**src/rtl/enemy_scheduler.sv**
```systemverilog
// rtl/enemy_scheduler.sv - enemy slot scheduler and IDLE/RUN/OVER game FSM
// Optional speed-up with score is enabled by defining ENEMY_SPEEDUP_EN.
module enemy_scheduler #(
   parameter int SLOTS     = 3,
   parameter int XW        = 8,
   parameter int SCREEN_X  = 160,
   parameter int MIN_GAP   = 40,
   parameter int SPEED     = 2,
   parameter int SPEED_MAX = 6
) (
   input  logic                clock,
   input  logic                reset,
   input  logic                tick,
   input  logic                start,
   input  logic                togenerate,
   input  logic                hit,
   output logic [SLOTS*XW-1:0] enemy_x,
   output logic [SLOTS-1:0]    enemy_valid,
   output logic [1:0]          state,
   output logic [15:0]         score,
   output logic                spawn_drop
);

   localparam int IW = (SLOTS > 1) ? $clog2(SLOTS) : 1;
   localparam logic [XW-1:0] X_START = XW'(SCREEN_X - 1);
   localparam logic [XW-1:0] X_GAP   = XW'(SCREEN_X - 1 - MIN_GAP);

   typedef enum logic [1:0] {
      IDLE = 2'd0,
      RUN  = 2'd1,
      OVER = 2'd2
   } state_t;

   state_t          state_r, state_n;
   logic [XW-1:0]   x_r [SLOTS];
   logic [XW-1:0]   x_n [SLOTS];
   logic [XW-1:0]   mx  [SLOTS];
   logic [SLOTS-1:0] v_r, v_n, mv;
   logic [15:0]     score_r, score_n;
   logic            pending, pend_n, pend_eff;
   logic [IW-1:0]   last_idx, last_n, free_idx;
   logic            drop_r, drop_n;
   logic            free_found, gap_ok, spawn;
   logic [15:0]     exits;
   logic [16:0]     score_sum;
   logic [XW-1:0]   step;

`ifdef ENEMY_SPEEDUP_EN
   logic [16:0] step_sum;

   // step grows by one for every 16 points, computed from the pre-tick score
   always_comb begin
      step_sum = 17'(SPEED) + 17'(score_r[15:4]);
      step     = (step_sum > 17'(SPEED_MAX)) ? XW'(SPEED_MAX) : XW'(step_sum);
   end
`else
   assign step = XW'((SPEED > SPEED_MAX) ? SPEED_MAX : SPEED);
`endif

   always_comb begin
      state_n    = state_r;
      x_n        = x_r;
      v_n        = v_r;
      score_n    = score_r;
      pend_n     = pending;
      last_n     = last_idx;
      drop_n     = 1'b0;
      mx         = x_r;
      mv         = v_r;
      exits      = '0;
      free_found = 1'b0;
      free_idx   = '0;
      gap_ok     = 1'b0;
      spawn      = 1'b0;
      score_sum  = '0;
      pend_eff   = pending | togenerate;

      case (state_r)
         IDLE: begin
            if (start) begin
               state_n = RUN;
               for (int i = 0; i < SLOTS; i++) x_n[i] = '0;
               v_n     = '0;
               score_n = '0;
               pend_n  = 1'b0;
            end
         end
         RUN: begin
            if (hit) begin
               state_n = OVER;
               pend_n  = 1'b0;
            end else begin
               if (tick) begin
                  for (int i = 0; i < SLOTS; i++) begin
                     if (v_r[i]) begin
                        if (x_r[i] < step) begin
                           mv[i] = 1'b0;
                           mx[i] = '0;
                           exits = exits + 16'd1;
                        end else begin
                           mx[i] = x_r[i] - step;
                        end
                     end
                  end
                  // lowest free slot after movement, so a slot exiting now is reusable
                  for (int i = 0; i < SLOTS; i++) begin
                     if (!mv[i] && !free_found) begin
                        free_found = 1'b1;
                        free_idx   = IW'(i);
                     end
                  end
                  gap_ok = !mv[last_idx] || (mx[last_idx] <= X_GAP);
                  spawn  = pend_eff && free_found && gap_ok;
                  if (spawn) begin
                     mv[free_idx] = 1'b1;
                     mx[free_idx] = X_START;
                     last_n       = free_idx;
                  end
                  x_n       = mx;
                  v_n       = mv;
                  score_sum = {1'b0, score_r} + {1'b0, exits};
                  score_n   = score_sum[16] ? 16'hFFFF : score_sum[15:0];
               end
               pend_n = pend_eff && !spawn;
               drop_n = togenerate && pending && !spawn;
            end
         end
         OVER: begin
            pend_n = 1'b0;
            if (start) begin
               state_n = RUN;
               for (int i = 0; i < SLOTS; i++) x_n[i] = '0;
               v_n     = '0;
               score_n = '0;
            end
         end
         default: state_n = IDLE;
      endcase
   end

   always_ff @(posedge clock or posedge reset) begin
      if (reset) begin
         state_r  <= IDLE;
         for (int i = 0; i < SLOTS; i++) x_r[i] <= '0;
         v_r      <= '0;
         score_r  <= '0;
         pending  <= 1'b0;
         last_idx <= '0;
         drop_r   <= 1'b0;
      end else begin
         state_r  <= state_n;
         x_r      <= x_n;
         v_r      <= v_n;
         score_r  <= score_n;
         pending  <= pend_n;
         last_idx <= last_n;
         drop_r   <= drop_n;
      end
   end

   always_comb begin
      enemy_x = '0;
      for (int i = 0; i < SLOTS; i++) enemy_x[i*XW +: XW] = x_r[i];
   end

   assign enemy_valid = v_r;
   assign state       = state_r;
   assign score       = score_r;
   assign spawn_drop  = drop_r;

endmodule

```
**config.mk**
```make
export PLATFORM = sky130hd
export DESIGN_NAME = enemy_scheduler
export DESIGN_NICKNAME = d
export VERILOG_FILES = /design/src/rtl/enemy_scheduler.sv
export SDC_FILE = /design/constraint.sdc
export NUM_CORES = 1
export LEC_CHECK = 0
export BUFFER_PORTS_ARGS = -buffer_cell sky130_fd_sc_hd__buf_2
export CAP_MARGIN = 40
export CORE_MARGIN = 3
export CORE_UTILIZATION = 57
export CTS_CLUSTER_SIZE = 16
export DETAILED_ROUTE_END_ITERATION = 8
export GPL_TIMING_DRIVEN = 0
export PLACE_DENSITY = 0.8
export SLEW_MARGIN = 20
export SYNTH_ARGS = -nofsm -noshare
export SYNTH_HDL_FRONTEND = slang
export SYNTH_SLANG_ARGS = --single-unit
```
**constraint.sdc**
```tcl
create_clock -name clock -period 6.37 [get_ports clock]
set_clock_uncertainty 0.1 [all_clocks]
set_input_delay 0.3185 -clock clock [delete_from_list [all_inputs] [get_ports clock]]
set_output_delay 0.3185 -clock clock [all_outputs]
set_load 0.02 [all_outputs]
```
==> summary.md, run 1 <==
| Metric | Value |
|---|---|
| Status | `completed` |
| Most common cell in the netlist | `nand2_1` |
| Dpl cells | `521` |
| Share of layout cells above drive strength 1 | `18.5%` |
| Drt drc | `0` |
| First-pass GRT wire length | `14800 um` |
| WP data arrival | `5.47 ns` |
| Top cell type's share of synthesized area | `37.4%` |
| F_max | `187 MHz` |
| Pwr dens | `271 nW/um2` |
| Clk_lat worst skew | `0.30 ns` |
| PortBufs | `51` |
| Vias | `3324` |
| Post-Syn Area | `3280 um2` |
| DR pass1 iterations | `5` |
| Number of diodes | `0` |
| Max stage delay on crit path | `0.66 ns` |
| Critical path class | `register to register` |
| RSZ-0062 raised after global routing | `no` |
| Crit. End Element | `register` |
| DRT antenna net count | `0` |
| Vias in the first global route | `2995` |
| Period utilization | `84.0%` |
| EDFF count, synth | `0` |
| CTS buffer count | `5` |
| Slew headroom | `46.5%` |
| Largest net degree at the start of global routing | `29` |
| Area leader, netlist | `dfrtp_1` |
| Final Worst Setup Slack | `1.02 ns` |
| Worst-path cell chain | `clkbuf_1, nor4_1, nand3_1, inv_1, ha_1, nand2_1, o21ai_0, ha_1, mux2_2, inv_1, fa_1, nand2b_1, a2111oi_0, and3_1, and3_1, and2b_1, buf_2, a21oi_1, o21ai_0` |
| Post-DP HPWL | `6180 um` |
| Main synth FF type | `dfrtp_1` |
| Final hold violations | `0` |
| Average cell area after synthesis | `8.21 um2` |
| FFs w/ async S/R, synth | `100%` |
| Initial DRC Count | `286` |
| Buf+Inv Stages, Crit Path | `4` |
| Clk slew on worst S/H paths | `0.09 ns` |
| Worst VDD drop | `156 uV` |
| Net Count, Synth | `414` |
| Sequential cell area | `1230 um2` |
| Leak Pwr | `1.82 nW` |
| Delay-heaviest family, CP | `simple AND/OR/NAND/NOR gates` |
| Synthesized instance count | `399` |
| Top-Level Pins | `52` |
| Yosys warns | `0` |
| Initial Utilization | `61.4%` |
| CP Data Required Time | `6.49 ns` |
| Die area | `6690 um2` |
| Sum of negative setup slack | `0 ns` |
| CTS tree | `done` |
| Overall power | `1.02 mW` |
| H-tree lvl count | `2` |
| Area of the multi-input gates | `1840 um2` |
| Row cnt | `26` |
| Final WL | `8740 um` |
| Grt ovf | `0` |
| Main area contributors after synthesis | `dfrtp_1, o21ai_0, nand2_1` |
| Synth cell types | `67` |
| Layout Nets | `474` |
| FF-to-FF setup slack | `1.02 ns` |
| Fillers | `450` |
| Fin. max-slew vios | `0` |
| Clock sinks | `49` |
| Hold Path Class | `input pin to register` |
| Slowest-stage cell, CP | `a2111oi_0` |
| Clk buf depth | `2` |
| Core area | `5340 um2` |
| Commonest cells post-synth | `nand2_1, dfrtp_1, o21ai_0` |
| Sequential area share after synthesis | `37.4%` |
| #FFs+latches synth | `49` |
| Root Buffer | `clkbuf_8` |
| Via density | `6.27` |
| Die height | `81.8 um` |
| GRT Resource Usage Total | `28.2%` |
| Period minus WS final | `5.35 ns` |
| Area after DPL | `3640 um2` |
| Slew @ Worst Pin | `0.796 ns` |
| Final Cell Area | `3750 um2` |
| Startpoint Class | `register` |
| Area growth syn-to-layout | `14.5%` |
| Wire length per cell | `16.5 um` |
| GPL Wtd Cong | `0.933` |
| Fin cells | `530` |
| Pre-CTS setup slack | `1.07 ns` |
| Die X | `81.8 um` |
| Cts repair resizes | `0` |
| Max Cap Viol | `0` |
| Peak fanout along the critical path | `10` |
| Initial antenna violation count | `0` |
| Finish-stage setup viols | `0` |
## state kept, by name, indices dropped and copies added (netlist names)
| name | flops |
|---|---|
| enemy_valid | 3 |
| enemy_x | 24 |
| last_idx | 2 |
| pending | 1 |
| score | 16 |
| spawn_drop | 1 |
| state | 2 |
## area by class of cell
class	count	share of cell area (%)
Multi-Input combinational cell	301	49.1
Sequential cell	49	32.7
Timing Repair Buffer	53	7.61
Buffer	25	3.10
Clock buffer	7	2.57
Inverter	24	2.40
Tap cell	70	2.34
Clock inverter	1	0.133
## where the power goes
part / internal, mW / switching (mW) / leakage, nW / total [mW]
registers: 0.343 / 0.0443 / 0.675 / 0.388
logic: 0.155 / 0.271 / 1.09 / 0.426
clock network: 0.0984 / 0.106 / 0.0542 / 0.204
## what timing repair did
action,CTS,global route
buffers inserted,0,0
hold buffers,1,0
endpoints found under the hold margin,21,0
## tightest hold or removal path, cell delays in order
cell and delay (ns):
buf_2 0.11, nand3_1 0.06, nor2_1 0.04
## metal layers
metal	vias up	wire [um]	global-route usage, %
met1	1579	3900	40.2
met3	17	651	4.50
li1	1571	-	-
met5	-	0	0
met4	0	151	6.48
met2	157	4040	45.1
## path summary, 6_finish.rpt
path,cells past startpoint,start,to
worst max-delay path,19,enemy_x[12],score[6]
worst max register to register,19,enemy_x[12],score[6]
min in group asynchronous,3,reset,state[1]
worst min register to register,2,enemy_x[16],enemy_x[16]
max in group asynchronous,4,reset,enemy_x[18]
worst min-delay path,3,togenerate,spawn_drop
## placed cells by master, fill, tap and decap left out, drive strengths merged, types with 3 or more instances in the layout
| cell | Yosys | layout |
|---|---|---|
| nor4 | 8 | 8 |
| o211ai | 8 | 8 |
| and2 | 4 | 4 |
| a21oi | 23 | 23 |
| nand2 | 53 | 53 |
| nand2b | 5 | 5 |
| inv | 24 | 24 |
| a32o | 3 | 3 |
| dfrtp | 49 | 49 |
| or3 | 4 | 4 |
| clkbuf | 19 | 26 |
| nor4b | 3 | 3 |
| a21boi | 3 | 3 |
| ha | 8 | 8 |
| o311ai | 6 | 6 |
| nand4 | 5 | 5 |
| a31oi | 7 | 7 |
| a21o | 3 | 3 |
| nor2 | 30 | 30 |
| o21ai | 48 | 48 |
| nand3b | 6 | 6 |
| nand3 | 12 | 12 |
| buf | 6 | 58 |
| nor3 | 14 | 14 |
| and3 | 6 | 6 |
## metrics by stage
stage	hold WS, ns	utilization, %
5_1_grt	0.168	70.3
3_5_place_dp	0.262	68.2
6_report	0.142	70.3
4_1_cts	0.144	70.3
3_3_place_gp	0.364	67.8
2_1_floorplan	0.339	-
## kinds of logic (layout without fill, tap and decap cells)
group / Yosys count / in the layout / share of synthesized area (%)
AND/OR/NAND/NOR: 162 / 162 / 25.5
flip-flops: 49 / 49 / 37.4
adder cells (fa/ha/maj): 9 / 9 / 3.67
multiplexers: 3 / 3 / 0.955
buffers and inverters: 49 / 110 / 6.30
AO/OA/AOI/OAI: 123 / 123 / 25.1
XOR/XNOR: 4 / 4 / 1.07
Note: power is estimated with default switching activity, not from simulation.
==> run 2, diff against run 1 <==
--- a/config.mk
+++ b/config.mk
@@ -8,11 +8,11 @@
 export BUFFER_PORTS_ARGS = -buffer_cell sky130_fd_sc_hd__buf_2
 export CAP_MARGIN = 40
 export CORE_MARGIN = 3
-export CORE_UTILIZATION = 57
+export CORE_UTILIZATION = 52
 export CTS_CLUSTER_SIZE = 16
 export DETAILED_ROUTE_END_ITERATION = 8
 export GPL_TIMING_DRIVEN = 0
-export PLACE_DENSITY = 0.8
+export PLACE_DENSITY = 0.77
 export SLEW_MARGIN = 20
 export SYNTH_ARGS = -nofsm -noshare
 export SYNTH_HDL_FRONTEND = slang
==> constraint.sdc (replaced) <==
create_clock -name clock -period 4.48 [get_ports clock]
set_clock_uncertainty 0.1 [all_clocks]
set_input_delay 0.224 -clock clock [delete_from_list [all_inputs] [get_ports clock]]
set_output_delay 0.224 -clock clock [all_outputs]
set_load 0.02 [all_outputs]
==> summary.md, run 2 (synthesis results as in run 1) <==
| Metric | Value |
|---|---|
| RSZ-0062 raised after global routing | `no` |
| WP data arrival | `4.37 ns (-1.10 ns)` |
| Worst VDD drop | `300 uV (+93%)` |
| Top-Level Pins | `52 (unchanged)` |
| Share of layout cells above drive strength 1 | `22.6% (+4.2 points)` |
| PortBufs | `51 (unchanged)` |
| Finish-stage setup viols | `0 (unchanged)` |
| Most frequent cells in the layout | `buf_2, nand2_1, o21ai_0` |
| Critical path class | `register to register` |
| Status | `completed` |
| Root Buffer | `clkbuf_8` |
| Startpoint Class | `register` |
| Drt drc | `0 (unchanged)` |
| Vias in the first global route | `3275 (+9.3%)` |
| First-pass GRT wire length | `15500 um (+5.0%)` |
| Grt ovf | `0 (unchanged)` |
| Max reg flops | `24 (unchanged)` |
| Core area | `6030 um2 (+13%)` |
| Initial DRC Count | `312 (+9.1%)` |
| CP Data Required Time | `4.60 ns (-1.89 ns)` |
| F_max | `235 MHz (+26%)` |
| GPL Wtd Cong | `0.894 (-4.1%)` |
| CTS tree | `done` |
| Peak fanout along the critical path | `10 (unchanged)` |
| Clk buf depth | `2 (unchanged)` |
| Pwr dens | `411 nW/um2 (+51%)` |
| Clock group share of total power | `23.9% (+3.8 points)` |
| Dpl cells | `526 (+0.96%)` |
| Pre-CTS setup slack | `-0.644 ns (-1.71 ns)` |
| H-tree lvl count | `2 (unchanged)` |
| Final hold violations | `0 (unchanged)` |
| Number of diodes | `0 (unchanged)` |
| Crit. End Element | `register` |
| Fin cells | `539 (+1.7%)` |
| Initial antenna violation count | `0 (unchanged)` |
| Period utilization | `94.9% (+11 points)` |
| Clock sinks | `49 (unchanged)` |
| Overall power | `1.62 mW (+59%)` |
| Largest net degree at the start of global routing | `29 (unchanged)` |
| Die X | `85.4 um (+4.4%)` |
| Initial Utilization | `54.4% (-7.0 points)` |
| Clk slew on worst S/H paths | `0.10 ns (about the same)` |
| Post-DP HPWL | `6370 um (+3.0%)` |
| Sequential Power Share | `35.0% (-3.1 points)` |
| Period minus WS final | `4.25 ns (-1.10 ns)` |
| Final Worst Setup Slack | `0.229 ns (-0.791 ns)` |
| Die height | `85.4 um (+4.4%)` |
| Via density | `6.32 (+0.73%)` |
| Die area | `7290 um2 (+8.9%)` |
| FF-to-FF setup slack | `0.23 ns (-0.79 ns)` |
| Vias | `3405 (+2.4%)` |
| GRT Resource Usage Total | `25.9% (-2.3 points)` |
| P_sw | `0.639 mW (+52%)` |
| Clk_lat worst skew | `0.31 ns (about the same)` |
| Layout Nets | `478 (+0.84%)` |
| Final WL | `9260 um (+5.9%)` |
| Internal cell power | `0.977 mW (+64%)` |
| Slew headroom | `58.6% (+12 points)` |
| Combinational Power Share | `41.1% (-0.7 points)` |
| Area growth syn-to-layout | `20.1%` |
| Final Util | `65.3% (-5.0 points)` |
| Leak Pwr | `1.87 nW (+3.1%)` |
| DR pass1 iterations | `5 (unchanged)` |
| DRT antenna net count | `0 (unchanged)` |
| Hold Path Class | `input pin to register` |
| Max Cap Viol | `0 (unchanged)` |
| Fin. max-slew vios | `0 (unchanged)` |
| Fin Hold WS | `0.0592 ns (-0.0825 ns)` |
| Slew @ Worst Pin | `0.621 ns (-0.174 ns)` |
| Wire length per cell | `17.2 um (+4.2%)` |
| Switch share | `39.6% (-1.8 points)` |
| CTS buffer count | `5 (unchanged)` |
| Row cnt | `28 (+7.7%)` |
run 2: cell count changes in the layout (fill, tap and decap cells not counted), moves of 3 or more:
| cell | previous run | this run |
|---|---|---|
| nor4_1 | 8 | 5 |
| buf_4 | 1 | 9 |
| clkbuf_1 | 18 | 15 |
| dfrtp_2 | 0 | 4 |
| dfrtp_1 | 49 | 45 |
run 2: area by class of cell:
| class | count | area, um2 |
|---|---|---|
| Sequential cell | 49 | 1230 |
| Buffer | 22 | 110 |
| Inverter | 24 | 90.1 |
| Multi-Input combinational cell | 301 | 1930 |
| Clock buffer | 5 | 68.8 |
| Timing Repair Buffer | 60 | 338 |
| Tap cell | 75 | 93.8 |
| Clock inverter | 3 | 68.8 |
| Fill cell | 511 | 2090 |
run 2: final timing paths:
path,startpoint,to,cells after the start
hold reg to reg,enemy_x[16],enemy_x[16],2
setup / recovery,enemy_x[5],score[6],19
setup reg to reg,enemy_x[5],score[6],19
hold / removal,togenerate,spawn_drop,3
min in group asynchronous,reset,score[12],3
max in group asynchronous,reset,enemy_x[2],4
run 2: stage by stage:
stage	cell area [um2]	setup TNS, ns
6_report	3940	0
5_1_grt	3940	0
2_1_floorplan	3280	0
4_1_cts	3890	0
3_3_place_gp	3630	-5.95
3_5_place_dp	3650	-7.72
run 2: routing by layer:
layer	track usage, %	vias up	routed length, um
met3	4.37	28	540
met1	33.4	1654	3890
met4	8.78	0	235
li1	-	1576	-
met2	43.9	147	4600
met5	0	-	0
run 2: what timing repair did:
item                       CTS  global route
cloned                       0             0
hold endpoints to repair    21             0
gates resized for setup     10            10
setup endpoints to repair   16            14
buffers inserted             3             4
pin swaps                    3             4
hold buffers                 1             0
run 2: power groups by stage:
stage / clock, mW / combinational, mW / sequential [mW]
2_1_floorplan: 0 / 0.387 / 0.603
4_1_cts: 0.390 / 0.639 / 0.559
5_1_grt: 0.409 / 0.725 / 0.576
3_3_place_gp: 0 / 0.581 / 0.556
6_report: 0.386 / 0.665 / 0.565
3_5_place_dp: 0 / 0.595 / 0.562
run 2: worst max-delay path: stages (launching register included):
cell,delay [ns]
dfrtp_1,0.38
buf_4,0.17
nor4_4,0.34
nand2_2,0.12
inv_1,0.09
ha_1,0.22
nand2_1,0.05
o21ai_0,0.14
ha_1,0.31
mux2_2,0.15
inv_1,0.05
fa_1,0.41
nand2b_1,0.22
a2111oi_4,0.33
and3_4,0.26
and3_4,0.20
and2b_2,0.19
buf_4,0.19
a21oi_1,0.05
o21ai_0,0.16
==> run 3, diff against run 2 <==
--- a/config.mk
+++ b/config.mk
@@ -8,11 +8,11 @@
 export BUFFER_PORTS_ARGS = -buffer_cell sky130_fd_sc_hd__buf_2
 export CAP_MARGIN = 40
 export CORE_MARGIN = 3
-export CORE_UTILIZATION = 52
+export CORE_UTILIZATION = 62
 export CTS_CLUSTER_SIZE = 16
 export DETAILED_ROUTE_END_ITERATION = 8
 export GPL_TIMING_DRIVEN = 0
-export PLACE_DENSITY = 0.77
+export PLACE_DENSITY = 0.86
 export SLEW_MARGIN = 20
 export SYNTH_ARGS = -nofsm -noshare
 export SYNTH_HDL_FRONTEND = slang
==> constraint.sdc (replaced) <==
create_clock -name clock -period 5.3 [get_ports clock]
set_clock_uncertainty 0.1 [all_clocks]
set_input_delay 0.265 -clock clock [delete_from_list [all_inputs] [get_ports clock]]
set_output_delay 0.265 -clock clock [all_outputs]
set_load 0.02 [all_outputs]
==> summary.md, run 3 (synthesis results as in run 1) <==
| Metric | Value |
|---|---|
| Root Buffer | `clkbuf_8` |
| CP Data Required Time | `5.44 ns (+0.84 ns)` |
| Largest net degree at the start of global routing | `29 (unchanged)` |
| R2R Path End | `score[3]` |
| Fin. max-slew vios | `0 (unchanged)` |
| Slew @ Worst Pin | `0.752 ns (+0.131 ns)` |
| Post-DP HPWL | `6170 um (-3.2%)` |
| RSZ-0062 raised after global routing | `no` |
| Min-Delay Startpoint | `togenerate` |
| Period minus WS final | `4.84 ns (+0.590 ns)` |
| Initial Utilization | `66.7% (+12 points)` |
| Clock sinks | `49 (unchanged)` |
| Wire length per cell | `16.4 um (-4.8%)` |
| Max Cap Viol | `0 (unchanged)` |
| Leak Pwr | `1.81 nW (-3.3%)` |
| Final WL | `8620 um (-6.9%)` |
| Core area | `4910 um2 (-19%)` |
| Most frequent cells in the layout | `buf_2, nand2_1, dfrtp_1` |
| Die area | `6190 um2 (-15%)` |
| Initial antenna violation count | `0 (unchanged)` |
| Vias in the first global route | `3163 (-3.4%)` |
| DRT antenna net count | `0 (unchanged)` |
| Drt drc | `0 (unchanged)` |
| Top-Level Pins | `52 (unchanged)` |
| Layout Nets | `474 (-0.84%)` |
| PortBufs | `51 (unchanged)` |
| CTS tree | `done` |
| Status | `completed` |
| Clk slew on worst S/H paths | `0.09 ns (about the same)` |
| Hold Path Sink | `spawn_drop` |
| Area growth syn-to-layout | `14.6%` |
| First-pass GRT wire length | `14700 um (-5.3%)` |
| Peak fanout along the critical path | `10 (unchanged)` |
| DR pass1 iterations | `7 (+2)` |
| Worst hold stages | `3 (unchanged)` |
| Number of diodes | `0 (unchanged)` |
| Final hold violations | `0 (unchanged)` |
| Via density | `6.32 (about the same)` |
| Finish-stage setup viols | `0 (unchanged)` |
| Setup bufs post-CTS | `0 (-3)` |
| FF-to-FF Start | `enemy_x[5]` |
| Row cnt | `25 (-11%)` |
| Slew headroom | `49.4% (-9.2 points)` |
| Fin Hold WS | `0.0877 ns (+0.0286 ns)` |
| Vias | `3329 (-2.2%)` |
| Max reg flops | `24 (unchanged)` |
| FF-to-FF path depth | `19 (unchanged)` |
| Worst VDD drop | `215 uV (-29%)` |
| Clk buf depth | `2 (unchanged)` |
| Crit. End Element | `register` |
| GRT Resource Usage Total | `29.7% (+3.8 points)` |
| F_max | `207 MHz (-12%)` |
| CTS buffer count | `5 (unchanged)` |
| Fin cells | `527 (-2.2%)` |
| Hold Path Class | `input pin to register` |
| FF-to-FF setup slack | `0.46 ns (+0.23 ns)` |
| Startpoint Class | `register` |
| Clk_lat worst skew | `0.32 ns (about the same)` |
| GPL Wtd Cong | `0.911 (+1.9%)` |
| Sum of negative setup slack | `0 ns (unchanged)` |
| WP data arrival | `4.98 ns (+0.61 ns)` |
| Grt ovf | `0 (unchanged)` |
| Pwr dens | `319 nW/um2 (-22%)` |
| Initial DRC Count | `366 (+17%)` |
| Share of layout cells above drive strength 1 | `18.3% (-4.4 points)` |
| H-tree lvl count | `2 (unchanged)` |
| Period utilization | `91.3% (-3.6 points)` |
| Dpl cells | `518 (-1.5%)` |
| Critical path class | `register to register` |
| Die X | `78.7 um (-7.8%)` |
| Die height | `78.7 um (-7.8%)` |
run 3: cell count changes in the layout (fill, tap and decap cells not counted), sizes merged:
| cell | change |
|---|---|
| buf | -7 |
| inv | -1 |
| bufinv | -2 |
| clkbuf | +6 |
run 3: stage by stage:
step	cell area (um2)	setup slack, ns	utilization (%)	power, mW
final	3750	0.459	76.5	1.20
after detailed placement	3630	0.0627	74.0	0.969
after floorplan	3280	0.652	-	0.836
after global routing	3750	0.0264	76.5	1.28
after global placement	3610	0.160	73.6	0.953
after CTS	3720	0.0440	75.8	1.19
run 3: cell type report:
class                           count  area [um2]
Fill cell                         363        1160
Multi-Input combinational cell    301        1870
Inverter                           24        90.1
Buffer                             25         116
Clock buffer                        8        80.1
Sequential cell                    49        1230
Timing Repair Buffer               53         285
Tap cell                           67        83.8
run 3: layer usage:
| metal | vias up | part of all wire (%) | wire [um] | global-route usage, % |
|---|---|---|---|---|
| li1 | 1573 | - | - | - |
| met1 | 1565 | 41 | 3570 | 38.7 |
| met2 | 167 | 49 | 4210 | 48.6 |
| met3 | 24 | 7.6 | 659 | 4.59 |
| met4 | 0 | 2.2 | 190 | 13.5 |
| met5 | - | 0 | 0 | 0 |
run 3: power breakdown:
group / internal, mW / total [mW] / switching (mW) / leakage [nW]
Combinational: 0.191 / 0.511 / 0.320 / 1.10
Clock: 0.0941 / 0.219 / 0.125 / 0.0395
Sequential: 0.413 / 0.469 / 0.0565 / 0.675
Total: 0.698 / 1.20 / 0.502 / 1.81
run 3: how the worst max path moves through the flow:
stage	to	slack [ns]	start	cells after the start
after floorplan	score[2]	0.65	enemy_x[12]	19
after global placement	score[3]	0.16	enemy_x[12]	19
after detailed placement	score[6]	0.06	enemy_x[12]	19
after CTS	score[2]	0.04	enemy_x[12]	19
after global routing	score[3]	0.03	enemy_x[5]	19
final	score[3]	0.46	enemy_x[5]	19
run 3: critical path, stage by stage, from the launching register on:
cell and delay, ns:
dfrtp_1 0.38, buf_4 0.17, nor4_1 0.53, nand2_1 0.20, inv_1 0.14, ha_1 0.23, nand2_1 0.05, o21ai_0 0.13
ha_1 0.31, mux2_2 0.15, inv_1 0.05, fa_1 0.41, nand2b_1 0.21, a2111oi_2 0.45, and3_1 0.28, and3_1 0.25
and2b_1 0.23, buf_2 0.25, o21ai_0 0.13, o21ai_0 0.10
run 3: what timing repair did:
action                     4_1_cts  5_1_grt
resized for setup                0        5
hold buffers                     1        0
setup endpoints to repair        0       16
hold endpoints to repair        21        0
